### src/rtl/tpu_operand_feeder.sv
// tpu_operand_feeder: FIFO-buffered sequencer that frames minifloat operand pairs into MAC dot products.
// Define TPU_FEEDER_STATS_EN to enable the per-product issued-pair counter on stat_pairs.
module tpu_operand_feeder #(
  parameter int unsigned DEPTH   = 8,
  parameter int unsigned MAC_LAT = 1
) (
  input  logic        clk,
  input  logic        reset,
  input  logic        in_valid,
  output logic        in_ready,
  input  logic [7:0]  in_a,
  input  logic [7:0]  in_b,
  input  logic        in_last,
  output logic [7:0]  mac_a,
  output logic [7:0]  mac_b,
  output logic        mac_valid,
  output logic        mac_clr,
  output logic        mac_out_HL,
  input  logic [15:0] mac_out,
  input  logic        mac_error,
  output logic        res_valid,
  input  logic        res_ready,
  output logic [31:0] res_data,
  output logic        res_error,
  output logic [15:0] stat_pairs
);

  localparam int unsigned AW = $clog2(DEPTH);
  localparam int unsigned CW = $clog2(MAC_LAT + 2);
  localparam logic [CW-1:0] LAT_C = CW'(MAC_LAT);

  localparam logic [2:0] ST_IDLE    = 3'd0;
  localparam logic [2:0] ST_CLEAR   = 3'd1;
  localparam logic [2:0] ST_STREAM  = 3'd2;
  localparam logic [2:0] ST_DRAIN   = 3'd3;
  localparam logic [2:0] ST_READ_LO = 3'd4;
  localparam logic [2:0] ST_READ_HI = 3'd5;
  localparam logic [2:0] ST_HOLD    = 3'd6;

  logic [16:0]   mem_q [DEPTH];
  logic [AW:0]   wr_ptr_q, rd_ptr_q;
  logic          empty, full, push, pop;
  logic [16:0]   head;

  logic [2:0]    state_q, state_d;
  logic [CW-1:0] drain_q, drain_d;
  logic          err_q, err_d;
  logic [7:0]    mac_a_q, mac_a_d, mac_b_q, mac_b_d;
  logic          mac_valid_q, mac_valid_d, mac_clr_q, mac_clr_d;
  logic [31:0]   res_data_q, res_data_d;
  logic          res_error_q, res_error_d;

  // Extra pointer MSB distinguishes full from empty when the indices match
  assign empty    = (wr_ptr_q == rd_ptr_q);
  assign full     = (wr_ptr_q[AW] != rd_ptr_q[AW]) && (wr_ptr_q[AW-1:0] == rd_ptr_q[AW-1:0]);
  assign in_ready = ~reset & ~full;
  assign push     = in_valid & in_ready;
  assign pop      = (state_q == ST_STREAM) & ~empty;
  assign head     = mem_q[rd_ptr_q[AW-1:0]];

  always_ff @(posedge clk) begin
    if (push) begin
      mem_q[wr_ptr_q[AW-1:0]] <= {in_last, in_a, in_b};
    end
  end

  always_ff @(posedge clk) begin
    if (reset) begin
      wr_ptr_q <= '0;
      rd_ptr_q <= '0;
    end else begin
      if (push) wr_ptr_q <= wr_ptr_q + 1'b1;
      if (pop)  rd_ptr_q <= rd_ptr_q + 1'b1;
    end
  end

  always_comb begin
    state_d     = state_q;
    drain_d     = drain_q;
    err_d       = err_q;
    mac_a_d     = '0;
    mac_b_d     = '0;
    mac_valid_d = 1'b0;
    mac_clr_d   = 1'b0;
    res_data_d  = res_data_q;
    res_error_d = res_error_q;
    case (state_q)
      ST_IDLE: begin
        if (!empty) state_d = ST_CLEAR;
      end
      ST_CLEAR: begin
        mac_clr_d = 1'b1;
        err_d     = 1'b0;
        state_d   = ST_STREAM;
      end
      ST_STREAM: begin
        err_d = err_q | mac_error;
        if (!empty) begin
          mac_a_d     = head[15:8];
          mac_b_d     = head[7:0];
          mac_valid_d = 1'b1;
          if (head[16]) begin
            drain_d = LAT_C;
            state_d = (MAC_LAT == 0) ? ST_READ_LO : ST_DRAIN;
          end
        end
      end
      ST_DRAIN: begin
        err_d = err_q | mac_error;
        if (drain_q != '0) drain_d = drain_q - 1'b1;
        if (drain_q <= CW'(1)) state_d = ST_READ_LO;
      end
      ST_READ_LO: begin
        res_data_d[15:0] = mac_out;
        state_d          = ST_READ_HI;
      end
      ST_READ_HI: begin
        res_data_d[31:16] = mac_out;
        state_d           = ST_HOLD;
      end
      ST_HOLD: begin
        // Skip IDLE when work is already queued so CLEAR follows the handshake directly
        if (res_ready) state_d = empty ? ST_IDLE : ST_CLEAR;
      end
      default: state_d = ST_IDLE;
    endcase
    if ((state_d == ST_READ_LO) && (state_q != ST_READ_LO)) res_error_d = err_d;
  end

  always_ff @(posedge clk) begin
    if (reset) begin
      state_q     <= ST_IDLE;
      drain_q     <= '0;
      err_q       <= 1'b0;
      mac_a_q     <= '0;
      mac_b_q     <= '0;
      mac_valid_q <= 1'b0;
      mac_clr_q   <= 1'b0;
      res_data_q  <= '0;
      res_error_q <= 1'b0;
    end else begin
      state_q     <= state_d;
      drain_q     <= drain_d;
      err_q       <= err_d;
      mac_a_q     <= mac_a_d;
      mac_b_q     <= mac_b_d;
      mac_valid_q <= mac_valid_d;
      mac_clr_q   <= mac_clr_d;
      res_data_q  <= res_data_d;
      res_error_q <= res_error_d;
    end
  end

  assign mac_a      = mac_a_q;
  assign mac_b      = mac_b_q;
  assign mac_valid  = mac_valid_q;
  assign mac_clr    = mac_clr_q;
  assign mac_out_HL = (state_q == ST_READ_HI);
  assign res_valid  = (state_q == ST_HOLD);
  assign res_data   = res_data_q;
  assign res_error  = res_error_q;

`ifdef TPU_FEEDER_STATS_EN
  logic [15:0] stat_q;

  always_ff @(posedge clk) begin
    if (reset) begin
      stat_q <= '0;
    end else if (state_q == ST_CLEAR) begin
      stat_q <= '0;
    end else if (mac_valid_q && (stat_q != '1)) begin
      stat_q <= stat_q + 1'b1;
    end
  end

  assign stat_pairs = stat_q;
`else
  assign stat_pairs = '0;
`endif

endmodule

### config.mk
export PLATFORM = sky130hd
export DESIGN_NAME = tpu_operand_feeder
export DESIGN_NICKNAME = d
export VERILOG_FILES = /design/src/rtl/tpu_operand_feeder.sv
export SDC_FILE = /design/constraint.sdc
export NUM_CORES = 1
export LEC_CHECK = 0
export BUFFER_PORTS_ARGS = -buffer_cell sky130_fd_sc_hd__clkbuf_2
export CAP_MARGIN = 0
export CORE_AREA = 2 2 122 124
export DETAILED_ROUTE_END_ITERATION = 10
export DIE_AREA = 0 0 124 126
export GPL_TIMING_DRIVEN = 1
export PLACE_DENSITY = 0.83
export SETUP_SLACK_MARGIN = 0.15
export SLEW_MARGIN = 20
export SYNTH_ARGS = -nofsm -noshare
export SYNTH_HDL_FRONTEND = slang
export SYNTH_SLANG_ARGS = --single-unit
### constraint.sdc
create_clock -name clk -period 3.3 [get_ports clk]
set_input_delay 0.165 -clock clk [delete_from_list [all_inputs] [get_ports clk]]
set_output_delay 0.165 -clock clk [all_outputs]
set_load 0.03 [all_outputs]
* After elaboration in Yosys (flattened, before gate mapping) *
Memory sizes are Yosys's and may differ from the RTL's. A register that Yosys moved wholly into a read port is not among the register bits.
Cells that the tools add are included.

storage, ports and cells
  bits in registers = 65
  bits in latches = 0
  RAM bits = 136
  ROM bits = 0
  input bits = 38
  word-level logic and storage cells = 66
  memories kept = 1

memory list
  name   words  bits a word  rd ports  clocked after memory_dff  wr ports  line  text
  mem_q  8      17           1         1                         1         40    logic [16:0] mem_q [DEPTH];

cells by class
  $add $sub $neg = 3
  multipliers = 0
  div/mod/pow operators = 0
  magnitude comparators = 1
  equality and inequality tests = 14
  shift-type cells = 0
  muxes and demuxes = 18
  bitwise operators = 8
  reduce and logical (&&, ||, !) cells = 9

operator list
  operator                                                        count
  two-way mux 3 bit                                               7
  case mux 3 bit (7 select lines)                                 1
  equality test 3 bit, second input constant                      4
  adder 4 x 1 -> 4 bit, second input constant                     2
  equality test 3 x 2 -> 1 bit, second input constant             2
  two-way mux 2 bit                                               3
  inequality test 2 bit, second input constant                    3
  two-way mux 1 bit                                               5
  equality test 4 bit                                             1
  inverter 1 bit                                                  4
  case mux 2 bit (2 select lines)                                 1
  AND reduction 4 bit                                             1
  nonzero test 2 bit                                              2
  OR reduction 2 bit                                              2
  AND 1 bit                                                       3
  equality test 3 x 1 -> 1 bit, second input constant             1
  equality test 3 bit                                             1
  zero test 3 bit                                                 1
  inequality test 3 bit, second input constant                    1
  OR reduction 3 bit                                              1
  less-or-equal comparator 2 x 1 -> 1 bit, second input constant  1
  logical AND 1 bit                                               2
  case mux 1 bit (2 select lines)                                 1
  subtractor 2 x 1 -> 2 bit, second input constant                1
  2 further kinds                                                 2

* Depth between registers and ports, before layout *
  depth in word-level cells = 7
  gate-level depth with buffers = 7
  mapped depth without buffers = 6

* Worst setup path after synthesis *
No wires, ideal clock.

  kind = register -> register
  from = register wr_ptr_q[0]
  to = memory mem_q[0][0] (enable)
  setup time = 413 ps
  data arrival time = 2,461 ps
  setup slack = 427 ps
  cell stages (with the launch flop) = 6
  path buffers = 1
  cell sequence = dfxtp_1 -> buf_4 -> xnor2_1 -> a41oi_1 -> nand2b_1 -> nor3_1

between the ends
  cells in the longest elaborated chain, start to end = 7

ends and longest elaborated chain
  what                                     line  text
  start, declared                          41    logic [AW:0] wr_ptr_q, rd_ptr_q;
  start signal, assigned                   72    if (push) wr_ptr_q <= wr_ptr_q + 1'b1;
  equality test 3 bit                      55    assign full = (wr_ptr_q[AW] != rd_ptr_q[AW]) && (wr_ptr_q[AW-1:0] == rd_ptr_q[AW-1:0]);
  logical AND 1 bit                        55
  inverter 1 bit                           56    assign in_ready = ~reset & ~full;
  AND 1 bit                                56
  AND 1 bit                                57    assign push = in_valid & in_ready;
  two-way mux 1 bit                        62    if (push) begin
  two-way mux 1 bit (implied by the code)  63    mem_q[wr_ptr_q[AW-1:0]] <= {in_last, in_a, in_b};
  end, declared                            40

Parallel ways exist; a longest one is shown, timed or not.

* Final worst setup path *
  from = register wr_ptr_q[0]
  to = memory mem_q[0][9] (enable)

The elaborated chain is that of the path after synthesis.

==> results.toml <==
[synthesis]
synth_edf_count = 136
synthTopCellsByArea = "edfxtp_1, dfxtp_1, mux4_2"
synth_cell_type_count = 40
syn_inst = 505
yosysWarnings = 0
synth_seq_cells = 204
syn_area_per_cell_um2 = 15.21
ys_seq_area_frac = 0.7090
synth_top_area_cell = "edfxtp_1"
synth_top_area_share = 0.5318
async_reset_ff_frac = 0
synthesis.area_um2 = 7680
ys.flop_type = "edfxtp_1"

[die]
die_h_um = 126
pin_count = 108
num_rows = 44
dieWidth_um = 124
start_util = 0.5365
core_area_um2 = 14310
die_area_um2 = 15620

[hold_path]
hold_class = "primary input to flip-flop"
min_from = "res_ready"
min_path_cells = 4
hold_end = "state_q[1]$_SDFF_PP0_"

[detailed_routing]
drt.antenna.violating_nets = 0
firstDrtPassIters = 5
drt-initial-drc-count = 385
vias_per_cell = 5.481
drc = 0
wl_um = 15490
vias = 4582
wl_per_cell_um = 18.53

[final_layout]
n_fill_cell = 983
post-route-util = 0.6553
multiInputGateArea_um2 = 2042
stdcell_count = 836
seq_area_um2 = 5446
area_delta_synth_final_pct = 22.14
fin_nets = 680
drive_gt1_frac = 0.2776
diodes = 0

[pwr]
p_leak_nw = 3.326
total_power_mw = 5.612
powerDensity_nw_per_um2 = 598.3
ir_worst_vdd_v = 0.0003954

[worst_setup_path]
setup.worst_path.start = "wr_ptr_q[0]$_SDFFE_PP0P_"
start_kind = "flip-flop"
r2r_start = "wr_ptr_q[0]$_SDFFE_PP0P_"
crit_chain = "xnor2_1 > a41oi_1 > nand2b_1 > nor3_2 > buf_4"
cpMaxStageDelayCell = "a41oi_1"
r2r_cells = 5
max_stage_delay_ps = 570
worst_ep_arrival_time_ps = 2530
worstSetupEndpointType = "flip-flop"
cp_data_required_time_ps = 3450
r2r_slack_ps = 930
timing.rr.end = "mem_q[0][9]$_DFFE_PP_"
path_class = "flip-flop to flip-flop"
crit_fanout = 17

[clocking]
clk_path_buf_depth = 3
clock_latency_ps = 480
cts-root-buf = "clkbuf_16"
cts.clk_slew.worst_paths_ps = 60
post_cts_resized = 0
cts_tree = "done"
clkSinkCount = 204
cts-buffers-inserted = 20
htreeDepth = 1

[timing]
slew_headroom = 0.4393
fmax_mhz = 421.3
tightest_slew_ps = 841.1
fin_crit_ps = 2374
hold_violations = 0
finalClockSkew_ps = 9.859
setup-tns-final_ps = 0
setup_slack_ps = 926.4
setup_viol = 0
post-route-period-util = 0.7193
drv_slew = 0
rsz0062_at_grt = "false"

[place]
dp.cells = 767
portBuffers = 91
dpl_worst_slack_ps = 974.6
gp_congestion = 0.7706
dp_hpwl_um = 9097

[outcome]
outcome = "finished clean"

[global_route]
grt_use_total = 0.2055
antenna_found_initial = 0
grt_pass1_wl_um = 24810
first_global_vias = 4711
grt_max_degree = 54
overflow = 0

[job]
max-cap-violations = 0
-- placed cells by master (no fill, tap or decap), types with 5 or more instances in the layout --
| cell type | n |
|---|---|
| nand3_1 | 5 |
| a21oi_1 | 41 |
| nand2_1 | 70 |
| nor2_1 | 27 |
| o21ai_0 | 6 |
| xnor2_1 | 5 |
| clkbuf_2 | 92 |
| bufinv_16 | 5 |
| buf_4 | 15 |
| edfxtp_1 | 136 |
| dfxtp_1 | 67 |
| dlygate4sd3_1 | 33 |
| nand2b_1 | 10 |
| clkinv_2 | 5 |
| clkbuf_16 | 21 |
| conb_1 | 16 |
| mux4_2 | 34 |
| mux2i_1 | 18 |
-- flip-flops by register name, summed over array words and instances (netlist names), named ones only --
| signal | count |
|---|---|
| mem_q | 136 |
| res_data | 32 |
| mac_a | 8 |
| mac_b | 8 |
| rd_ptr_q | 4 |
| wr_ptr_q | 4 |
| state_q | 3 |
| drain_q | 2 |
| err_q | 1 |
| mac_clr | 1 |
| mac_valid | 1 |
| res_error | 1 |
-- final cells by class --
class | count | area share
clock buffer | 25 | 0.05989
clock inverter | 11 | 0.01907
multi-input combinational | 267 | 0.2177
tap | 184 | 0.02454
inverter | 6 | 0.002401
sequential | 204 | 0.5806
timing repair buffer | 139 | 0.09577
-- cell usage after synthesis (2+ instances only) --
library cell and n:
inv_1 4, or3_1 2, buf_2 5, o21ai_0 6, clkbuf_1 18, buf_4 18
mux2i_1 18, nor3_1 5, a41oi_1 3, edfxtp_1 136, xnor2_1 5, dfxtp_1 68
nor2_1 27, and3_1 3, nand3b_1 2, a21oi_1 41, nand2_1 70, nor2b_1 3
ha_1 4, nand3_1 5, nand2b_1 10, mux4_2 34
-- worst max-delay path: cells and delay by family (launching register included) --
family	cells	cell delay, ps
XOR/XNOR	1	200
AND/OR/NAND/NOR	2	400
buffers and inverters	1	320
AO/OA/AOI/OAI	1	570
flip-flops	1	560
-- layer usage --
| layer | GRT usage | vias up | routed length (µm) |
|---|---|---|---|
| met4 | 0.05552 | 0 | 417 |
| met2 | 0.3449 | 186 | 7667 |
| met3 | 0.04257 | 33 | 1050 |
| li1 | - | 2097 | - |
| met5 | 0 | - | 0 |
| met1 | 0.2740 | 2266 | 6353 |
-- report_power, final --
part | switching [mW] | leakage (nW) | internal, mW
sequential | 0.0345 | 1.78 | 2.77
combinational | 0.183 | 1.18 | 0.127
clock | 0.905 | 0.370 | 1.60
-- stage by stage --
| step | area (µm²) | hold WS [ps] |
|---|---|---|
| 2_1_floorplan | 7736 | 263.9 |
| 3_3_place_gp | 8303 | 400.5 |
| 3_5_place_dp | 8303 | 409.0 |
| 4_1_cts | 9374 | 57.12 |
| 5_1_grt | 9380 | 93.29 |
| 6_report | 9380 | 66.97 |
-- how the worst max path moves through the flow --
| stage | cells past startpoint | end |
|---|---|---|
| 3_3_place_gp | 5 | mem_q[4][11]$_DFFE_PP_ |
| 3_5_place_dp | 5 | mem_q[0][8]$_DFFE_PP_ |
| 4_1_cts | 5 | mem_q[0][14]$_DFFE_PP_ |
| 6_report | 5 | mem_q[0][9]$_DFFE_PP_ |
| 5_1_grt | 5 | mem_q[0][14]$_DFFE_PP_ |
| 2_1_floorplan | 5 | mem_q[0][0]$_DFFE_PP_ |
-- kinds of logic after synthesis --
family | Yosys count | synth area share
flip-flops | 204 | 0.7090
AND/OR/NAND/NOR | 130 | 0.07396
AO/OA/AOI/OAI | 57 | 0.04253
multiplexers | 54 | 0.1261
buffers and inverters | 49 | 0.03454
XOR/XNOR | 6 | 0.006843
adder cells (fa/ha/maj) | 4 | 0.006517
other | 1 | 0.0004883
-- timing repair --
item,CTS,global route
endpoints found under the hold margin,168,0
hold buffers,33,0
buffers inserted,0,0
Power figures use the tool's default switching activity.
